`src/rtl/ds_pkg.sv`:
```
// Shared constants, FSM state type and frame byte selection for the sample UART transmitter.
package ds_pkg;

  localparam int         DATA_W       = 32;
  localparam int         CLKS_PER_BIT = 8;
  localparam logic [7:0] SYNC_BYTE    = 8'hA5;
  localparam int         FRAME_BYTES  = 5;

  typedef enum logic [1:0] {
    IDLE,
    START,
    DATA,
    STOP
  } tx_state_t;

  // Byte 0 is the sync header, bytes 1..4 are the sample MSB first.
  function automatic logic [7:0] frame_byte(input logic [2:0]  idx,
                                            input logic [31:0] word,
                                            input logic [7:0]  sync);
    logic [7:0] b;
    case (idx)
      3'd0:    b = sync;
      3'd1:    b = word[31:24];
      3'd2:    b = word[23:16];
      3'd3:    b = word[15:8];
      default: b = word[7:0];
    endcase
    return b;
  endfunction

endpackage

```
`src/rtl/ds_sync_fifo.sv`:
```
// Synchronous show-ahead FIFO; pointers carry one extra wrap bit to tell full from empty.
module ds_sync_fifo #(
  parameter int WIDTH = 32,
  parameter int DEPTH = 8
) (
  input  logic                     clk,
  input  logic                     reset,
  input  logic                     push,
  input  logic                     pop,
  input  logic [WIDTH-1:0]         wr_data,
  output logic [WIDTH-1:0]         rd_data,
  output logic                     full,
  output logic                     empty,
  output logic [$clog2(DEPTH):0]   level
);

  localparam int AW = $clog2(DEPTH);

  logic [WIDTH-1:0] mem [DEPTH];
  logic [AW:0]      wr_ptr;
  logic [AW:0]      rd_ptr;
  logic             do_push;
  logic             do_pop;

  assign empty   = (wr_ptr == rd_ptr);
  assign full    = (wr_ptr[AW] != rd_ptr[AW]) && (wr_ptr[AW-1:0] == rd_ptr[AW-1:0]);
  assign level   = wr_ptr - rd_ptr;
  assign rd_data = mem[rd_ptr[AW-1:0]];
  assign do_pop  = pop && !empty;
  // A full FIFO still takes a write when the same cycle frees a slot.
  assign do_push = push && (!full || do_pop);

  // Pointer update; reset discards all buffered samples.
  always_ff @(posedge clk) begin
    if (reset) begin
      wr_ptr <= '0;
      rd_ptr <= '0;
    end else begin
      if (do_push) wr_ptr <= wr_ptr + 1'b1;
      if (do_pop)  rd_ptr <= rd_ptr + 1'b1;
    end
  end

  // Storage array, no reset needed since pointers gate visibility.
  always_ff @(posedge clk) begin
    if (do_push) mem[wr_ptr[AW-1:0]] <= wr_data;
  end

endmodule

```
`src/rtl/ds_sample_uart_tx.sv`:
```
// Buffers decimated samples and sends each as a 5-byte 8N1 UART frame: sync byte then sample MSB first.
module ds_sample_uart_tx #(
  parameter int         DATA_W       = ds_pkg::DATA_W,
  parameter int         FIFO_DEPTH   = 8,
  parameter int         CLKS_PER_BIT = ds_pkg::CLKS_PER_BIT,
  parameter logic [7:0] SYNC_BYTE    = ds_pkg::SYNC_BYTE
) (
  input  logic                          clk,
  input  logic                          reset,
  input  logic [DATA_W-1:0]             din,
  input  logic                          din_valid,
  output logic                          tx,
  output logic                          busy,
  output logic [$clog2(FIFO_DEPTH):0]   fifo_level,
  output logic                          overflow,
  output logic                          frame_done
);

  import ds_pkg::*;

  localparam int CW = (CLKS_PER_BIT > 1) ? $clog2(CLKS_PER_BIT) : 1;

  tx_state_t         state, state_next;
  logic [CW-1:0]     clk_cnt, clk_cnt_next;
  logic [2:0]        bit_idx, bit_idx_next;
  logic [2:0]        byte_idx, byte_idx_next;
  logic [31:0]       word, word_next;
  logic [DATA_W-1:0] fifo_rd;
  logic              fifo_full;
  logic              fifo_empty;
  logic              pop;
  logic              bit_end;
  logic [7:0]        cur_byte;

  ds_sync_fifo #(
    .WIDTH (DATA_W),
    .DEPTH (FIFO_DEPTH)
  ) u_fifo (
    .clk     (clk),
    .reset   (reset),
    .push    (din_valid),
    .pop     (pop),
    .wr_data (din),
    .rd_data (fifo_rd),
    .full    (fifo_full),
    .empty   (fifo_empty),
    .level   (fifo_level)
  );

  assign bit_end  = (clk_cnt == CW'(CLKS_PER_BIT - 1));
  assign cur_byte = frame_byte(byte_idx, word, SYNC_BYTE);

  // State, counters and the latched sample; overflow sticks until reset.
  always_ff @(posedge clk) begin
    if (reset) begin
      state    <= IDLE;
      clk_cnt  <= '0;
      bit_idx  <= '0;
      byte_idx <= '0;
      word     <= '0;
      overflow <= 1'b0;
    end else begin
      state    <= state_next;
      clk_cnt  <= clk_cnt_next;
      bit_idx  <= bit_idx_next;
      byte_idx <= byte_idx_next;
      word     <= word_next;
      if (din_valid && fifo_full && !pop) overflow <= 1'b1;
    end
  end

  // Next-state, bit timing and line drive.
  always_comb begin
    state_next    = state;
    clk_cnt_next  = clk_cnt;
    bit_idx_next  = bit_idx;
    byte_idx_next = byte_idx;
    word_next     = word;
    pop           = 1'b0;
    frame_done    = 1'b0;
    tx            = 1'b1;
    busy          = (state != IDLE);

    case (state)
      IDLE: begin
        if (!fifo_empty) begin
          pop           = 1'b1;
          word_next     = 32'(fifo_rd);
          state_next    = START;
          clk_cnt_next  = '0;
          bit_idx_next  = '0;
          byte_idx_next = '0;
        end
      end

      START: begin
        tx = 1'b0;
        if (bit_end) begin
          clk_cnt_next = '0;
          bit_idx_next = '0;
          state_next   = DATA;
        end else begin
          clk_cnt_next = clk_cnt + CW'(1);
        end
      end

      DATA: begin
        tx = cur_byte[bit_idx];
        if (bit_end) begin
          clk_cnt_next = '0;
          if (bit_idx == 3'd7) state_next = STOP;
          else                 bit_idx_next = bit_idx + 3'd1;
        end else begin
          clk_cnt_next = clk_cnt + CW'(1);
        end
      end

      STOP: begin
        tx = 1'b1;
        if (bit_end) begin
          clk_cnt_next = '0;
          if (byte_idx == 3'(FRAME_BYTES - 1)) begin
            state_next = IDLE;
            frame_done = 1'b1;
          end else begin
            byte_idx_next = byte_idx + 3'd1;
            state_next    = START;
          end
        end else begin
          clk_cnt_next = clk_cnt + CW'(1);
        end
      end

      default: state_next = IDLE;
    endcase
  end

endmodule

```
`config.mk`:
```
export PLATFORM = sky130hd
export DESIGN_NAME = ds_sample_uart_tx
export DESIGN_NICKNAME = d
export VERILOG_FILES = /design/src/rtl/ds_pkg.sv /design/src/rtl/ds_sync_fifo.sv /design/src/rtl/ds_sample_uart_tx.sv
export SDC_FILE = /design/constraint.sdc
export NUM_CORES = 1
export LEC_CHECK = 0
export ABC_AREA = 1
export CELL_PAD_IN_SITES_DETAIL_PLACEMENT = 0
export CELL_PAD_IN_SITES_GLOBAL_PLACEMENT = 1
export CORE_MARGIN = 1.5
export CORE_UTILIZATION = 32
export DETAILED_ROUTE_END_ITERATION = 10
export PLACE_DENSITY_LB_ADDON = 0.1
export SKIP_CTS_REPAIR_TIMING = 1
export SLEW_MARGIN = 0
export SYNTH_ARGS = -nofsm -noshare
export SYNTH_HDL_FRONTEND = slang
export SYNTH_HIERARCHICAL = 1
export SYNTH_SLANG_ARGS = --single-unit
export TNS_END_PERCENT = 30
```
`constraint.sdc`:
```
create_clock -name clk -period 10 [get_ports clk]
set_input_delay 1.5 -clock clk [delete_from_list [all_inputs] [get_ports clk]]
set_output_delay 1.5 -clock clk [all_outputs]
set_load 0.005 [all_outputs]
```
==> flow_summary.toml, run 1 <==
[setup_path]
crit_end = "tx"
crit_arrival_ps = 2890
critPathCaptureType = "output port"
r2r_slack_ps = 6500
setup.worst_path.start = "byte_idx[2]"
r2r_start = "u_fifo/wr_ptr[0]"
rr_endpoint = "u_fifo/mem[5][18]"
critical_path_class = "reg -> out"
start_kind = "register"
worst_r2r_path_depth = 13
worst-endpoint-required_ps = 8500
cp_max_fo = 16

[routing]
via_per_inst = 4.84
postRouteWirelength_um = 32900
drt_pass1_iterations = 5
wl_per_cell_um = 19.3
vias = 8263
drc = 0
ant_nets = 0
drt-initial-drc-count = 392

[clock_tree]
cts_made_buffers = 36
clockBufferDepth = 3
cts_max_level = 2
clock_tree.root_cell = "clkbuf_16"
cts_tree = "built"
clock_latency_ps = 530
clock-sinks = 311
clk_pin_slew_ps = 60

[power_and_ir_drop]
peakVddDrop_mv = 0.131
p_leak_uw = 0.00519
power.density_nw_per_um2 = 271

[synth]
synth_area_um2 = 12700
postSynthCellCount = 1136
synth_cell_types = 35
synth_edf_count = 256
avgSynthCellArea_um2 = 11.2
ys.flop_type = "edfxtp_1"
synth_nets = 1190
synth_seq_cells = 311
ys_warn_count = 6
synth_async_sr_flop_share = 0
ys_seq_area_frac = 0.689

[timing]
finalMaxSlewViolations = 0
period_share = 0.439
rsz0062_at_grt = "false"
tightest_slew_ps = 999
fin_setup_tns_ps = 0
period_needed_ps = 4390
max_freq_mhz = 228
clock_skew_ps = 16.6
hold_ws_ps = 461
hold_violations = 0
relSlewSlack = 0.334
setup_violations = 0

[floorplanning]
fp-row-count = 72
core_um2 = 39000
start_util = 0.327
die_area_um2 = 41000
num_io_pins = 43
fp.dieH_um = 203
die_x_um = 203

[finish]
fin_nets = 1222
drive_gt1_frac = 0.0731
fill_cells = 3838
area_delta_synth_final_pct = 15.2
insertedDiodeCount = 0

[grt]
grt_use_total = 0.163
grt_pass1_vias = 8180
grt_first_pass_wirelength_um = 50300
grt_max_degree = 81
grt.overflow.total = 0
antenna_found_initial = 0

[run]
drv_cap = 0

[run_status]
status = "complete, no violations"

[placement]
port_buffers = 42
gp_congestion = 0.852
hpwl_um = 17700

[worst_hold_path]
hold_class = "reg -> reg"
==> area by class of cell <==
cell class	count	area, µm²	area share
Clock inverter	9	41.3	0.00281
Inverter	41	156	0.0106
Timing Repair Buffer	56	526	0.0358
Sequential cell	311	8790	0.599
Multi-Input combinational cell	722	3490	0.237
Tap cell	518	648	0.0441
Clock buffer	51	1040	0.0708
==> worst min path at each step <==
stage               startpoint  endpoint  slack [ps]  cells after the start
floorplan             word[17]  word[17]         430                      2
global placement      word[17]  word[17]         450                      2
detailed placement    word[17]  word[17]         450                      2
CTS                   word[17]  word[17]         460                      2
global route          word[17]  word[17]         490                      2
finish                word[17]  word[17]         460                      2
==> cells by family (layout without fill, tap and decap cells) <==
logic type	count (synthesis)	in the layout	share of synthesized area
AND/OR/NAND/NOR	436	436	0.133
flip-flops	311	311	0.689
AO/OA/AOI/OAI	262	262	0.112
buffers and inverters	103	157	0.0422
adder cells (fa/ha/maj)	19	19	0.0192
XOR/XNOR	5	5	0.00343
==> cell usage in the layout (no fill, tap or decap), types with 5 or more instances in the layout <==
cell type        instances
a211oi_1                 5
buf_4                   14
nor2_4                   8
nand2_1                176
clkdlybuf4s50_1         42
ha_1                    18
o21ai_0                113
inv_1                   32
clkbuf_1                 9
inv_2                    8
dfxtp_1                 53
clkinv_1                 5
nand3_1                 32
o21ai_1                 57
clkbuf_16               38
o22ai_1                 64
nor2_1                 211
a21oi_1                 18
edfxtp_1               256
==> cell usage after synthesis, drive strengths merged (4+ instances only) <==
library cell    n  area [µm²]
o21ai         171         860
xor2            4        35.0
a211oi          5        37.5
ha             18         225
a21oi          19         106
nand2         176         661
clkbuf         26        98.8
inv            41         156
dfxtp          55        1100
nand3          33         170
o22ai          64         400
buf            36         283
edfxtp        256        7690
nor2          222         838
==> layer usage <==
layer	wire, µm	global-route usage	vias to the layer above	part of all wire
li1	-	-	4055	-
met1	15800	0.221	4057	0.48
met2	15500	0.268	112	0.47
met3	970	0.0258	39	0.029
met4	637	0.0489	0	0.019
met5	0	0	-	0
==> per-stage QoR <==
step | power [µW] | instances | worst slack, ps | util | instance area, µm²
6_report | 3980 | 1708 | 5610 | 0.377 | 14700
3_3_place_gp | 2820 | 1648 | 6170 | 0.349 | 13600
2_1_floorplan | 2460 | 1136 | 6310 | - | 12700
4_1_cts | 4040 | 1708 | 5580 | 0.377 | 14700
3_5_place_dp | 2800 | 1648 | 6170 | 0.349 | 13600
5_1_grt | 4240 | 1708 | 5400 | 0.377 | 14700
==> critical path, cell delays in order (launching register included) <==
cell and delay [ps]:
dfxtp_1 400, inv_2 170, ha_1 390, a21oi_4 260, nand3_1 120, nand2_1 80, nand2_1 50, nand3_1 90
nand3_1 80, nand2_1 110, nand2_1 70, nand2_1 70, clkdlybuf4s50_1 490
==> sequential cells by signal, indices dropped and copies added, names as in the netlist, named ones only <==
name and flops:
word 32, clk_cnt 3, u_fifo/wr_ptr 4, overflow 1, byte_idx 3, u_fifo/rd_ptr 4, u_fifo/mem 256, state 2
bit_idx 3
==> power by group <==
part / switching [µW] / total, µW / leakage [µW] / internal (µW)
combinational: 765 / 1130 / 0.00189 / 364
clock: 505 / 1220 / 0.000527 / 719
sequential: 106 / 1620 / 0.00278 / 1520
(Power assumes the default switching activity.)
==> inputs of run 2 (changes only) <==
==> constraint.sdc (replaced) <==
create_clock -name clk -period 3.7 [get_ports clk]
set_input_delay 0.555 -clock clk [delete_from_list [all_inputs] [get_ports clk]]
set_output_delay 0.555 -clock clk [all_outputs]
set_load 0.005 [all_outputs]
==> run 2 against run 1 <==
  * Global-route usage decreased by 0.23 points
  * Register-to-register slack got worse by 5800 ps
  * Worst hold slack improved by 0.54 ps
  * Clock-buffer cell count decreased by 4
  * First-iteration DRC count decreased by 3.3%
  * Highest routed layer unchanged
  * Sequential power increased to 2.6 times the previous value
  * Flip-flop and latch count unchanged
  * Critical path depth unchanged
  * Total power increased to 2.8 times the previous value
  * Utilization increased by 0.47 points
  * Clock skew decreased by 1.7 ps
  * Combinational power increased to 2.8 times the previous value
  * Critical path type unchanged
==> flow_summary.toml, run 2 (synthesized netlist as in run 1, its figures left out) <==
[placement]
port_buffers = 42
hpwl_um = 18900
dpl-instance-area_um2 = 13700
place_inst = 1655
gp_congestion = 0.767

[grt]
antenna_found_initial = 0
grt_pass1_vias = 8309
grt_first_pass_wirelength_um = 50100
grt_use_total = 0.160
grt_max_degree = 72
grt.overflow.total = 0

[setup_path]
r2r_start = "u_fifo/wr_ptr[0]"
cp_cell_sequence = "inv_2 -> ha_1 -> a21oi_4 -> nand3_1 -> nand2_1 -> nand2_1 -> nand3_1 -> nand3_1 -> nand2_1 -> nand2_1 -> nand2_1 -> clkdlybuf4s50_1"
worst_path_most_repeated_cell = "nand2_1"
setup.worst_path.start = "byte_idx[2]"
path_buf_inv = 2
critical_path_class = "reg -> out"
r2r_slack_ps = 740
crit_slowest_cell = "clkdlybuf4s50_1"
critPathCaptureType = "output port"
max_stage_delay_ps = 490
crit_arrival_ps = 2750
cp_max_fo = 16
worst-endpoint-required_ps = 3140
critical-path-top-delay-family = "buffers and inverters"
start_kind = "register"

[timing]
tightest_slew_ps = 900
fin_setup_tns_ps = 0
period_needed_ps = 3310
clock_skew_ps = 14.9
hold_ws_ps = 462
rsz0062_at_grt = "false"
relSlewSlack = 0.400
period_share = 0.894
finalMaxSlewViolations = 0
setup_violations = 0
hold_violations = 0
max_freq_mhz = 302

[routing]
via_per_inst = 4.83
drc = 0
drt_pass1_iterations = 4
drt-initial-drc-count = 379
vias = 8290
postRouteWirelength_um = 32500
wl_per_cell_um = 18.9
ant_nets = 0

[finish]
layout.cells.most_common = "edfxtp_1"
fin_nets = 1230
multiInputGateArea_um2 = 3490
final_area_um2 = 14900
post-route-util = 0.381
final_cell_mix = "256 x edfxtp_1, 211 x nor2_1, 176 x nand2_1"
fill_cells = 3792
regArea_um2 = 8790
fin_cells = 1717
drive_gt1_frac = 0.0784
largest_register_ffs = 256
insertedDiodeCount = 0
area_delta_synth_final_pct = 16.6

[power_and_ir_drop]
swShare = 0.343
p_comb_frac = 0.292
power_frac_seq = 0.388
power.switching_uw = 3780
power.density_nw_per_um2 = 741
p_clk_frac = 0.319
p_leak_uw = 0.00527
peakVddDrop_mv = 0.349
p_int_uw = 7230

[run_status]
status = "complete, no violations"

[clock_tree]
clock_latency_ps = 530
clock-sinks = 311
cts_tree = "built"
cts_made_buffers = 37
cts_max_level = 2
clockBufferDepth = 3
clk_pin_slew_ps = 60
clock_tree.root_cell = "clkbuf_16"

[worst_hold_path]
hold_class = "reg -> reg"
min_from = "word[28]"

[floorplanning]
fp-row-count = 72
die_area_um2 = 41000
start_util = 0.327
core_um2 = 39000
die_x_um = 203
num_io_pins = 43
fp.dieH_um = 203

[run]
drv_cap = 0
==> run 2: layout make-up <==
| cell class | instances | share of cell area |
|---|---|---|
| sequential | 311 | 0.591 |
| multi-input combinational | 722 | 0.234 |
| clock buffer | 47 | 0.0676 |
| tap | 518 | 0.0436 |
| timing repair buffer | 63 | 0.0422 |
| inverter | 41 | 0.0105 |
| clock inverter | 15 | 0.0103 |
==> run 2: worst paths after layout <==
path,endpoint,depth (start not counted)
worst max-delay path,tx,12
worst min-delay path,word[28],2
worst max register to register,u_fifo/mem[0][3],14
worst min register to register,word[28],2
==> run 2: stage by stage <==
| stage | worst slack, ps | total power, µW |
|---|---|---|
| floorplan | 8.01 | 6640 |
| global placement | 705 | 7640 |
| detailed placement | 694 | 7610 |
| CTS | 326 | 11200 |
| global route | 130 | 11700 |
| finish | 393 | 11000 |
==> run 2: routing by layer <==
layer  vias to the layer above  wire [µm]  global-route usage
li1                       4082          -                   -
met1                      4064      15700               0.218
met3                        45        974              0.0257
met2                        99      15200               0.266
met4                         0        565              0.0415
met5                         -          0                   0
==> run 2: tightest hold or removal path, cell delays in order (launching register included) <==
cell and delay, ps:
dfxtp_1 290, inv_1 60, a21oi_1 60
==> run 2: power groups by stage <==
stage / registers, µW / clock network (µW) / logic (µW)
final: 4280 / 3510 / 3220
after global routing: 4310 / 3760 / 3660
after CTS: 4280 / 3610 / 3280
after detailed placement: 4360 / 0 / 3250
after global placement: 4360 / 0 / 3280
after floorplan: 4280 / 0 / 2370
==> inputs of run 3 (changes only) <==
--- a/config.mk
+++ b/config.mk
@@ -13,6 +13,7 @@
 export DETAILED_ROUTE_END_ITERATION = 10
 export PLACE_DENSITY_LB_ADDON = 0.1
 export SKIP_CTS_REPAIR_TIMING = 1
+export SKIP_LAST_GASP = 1
 export SLEW_MARGIN = 0
 export SYNTH_ARGS = -nofsm -noshare
 export SYNTH_HDL_FRONTEND = slang
==> results of run 3 <==
The final DEF is identical to that of run 2; final timing and power are the same.
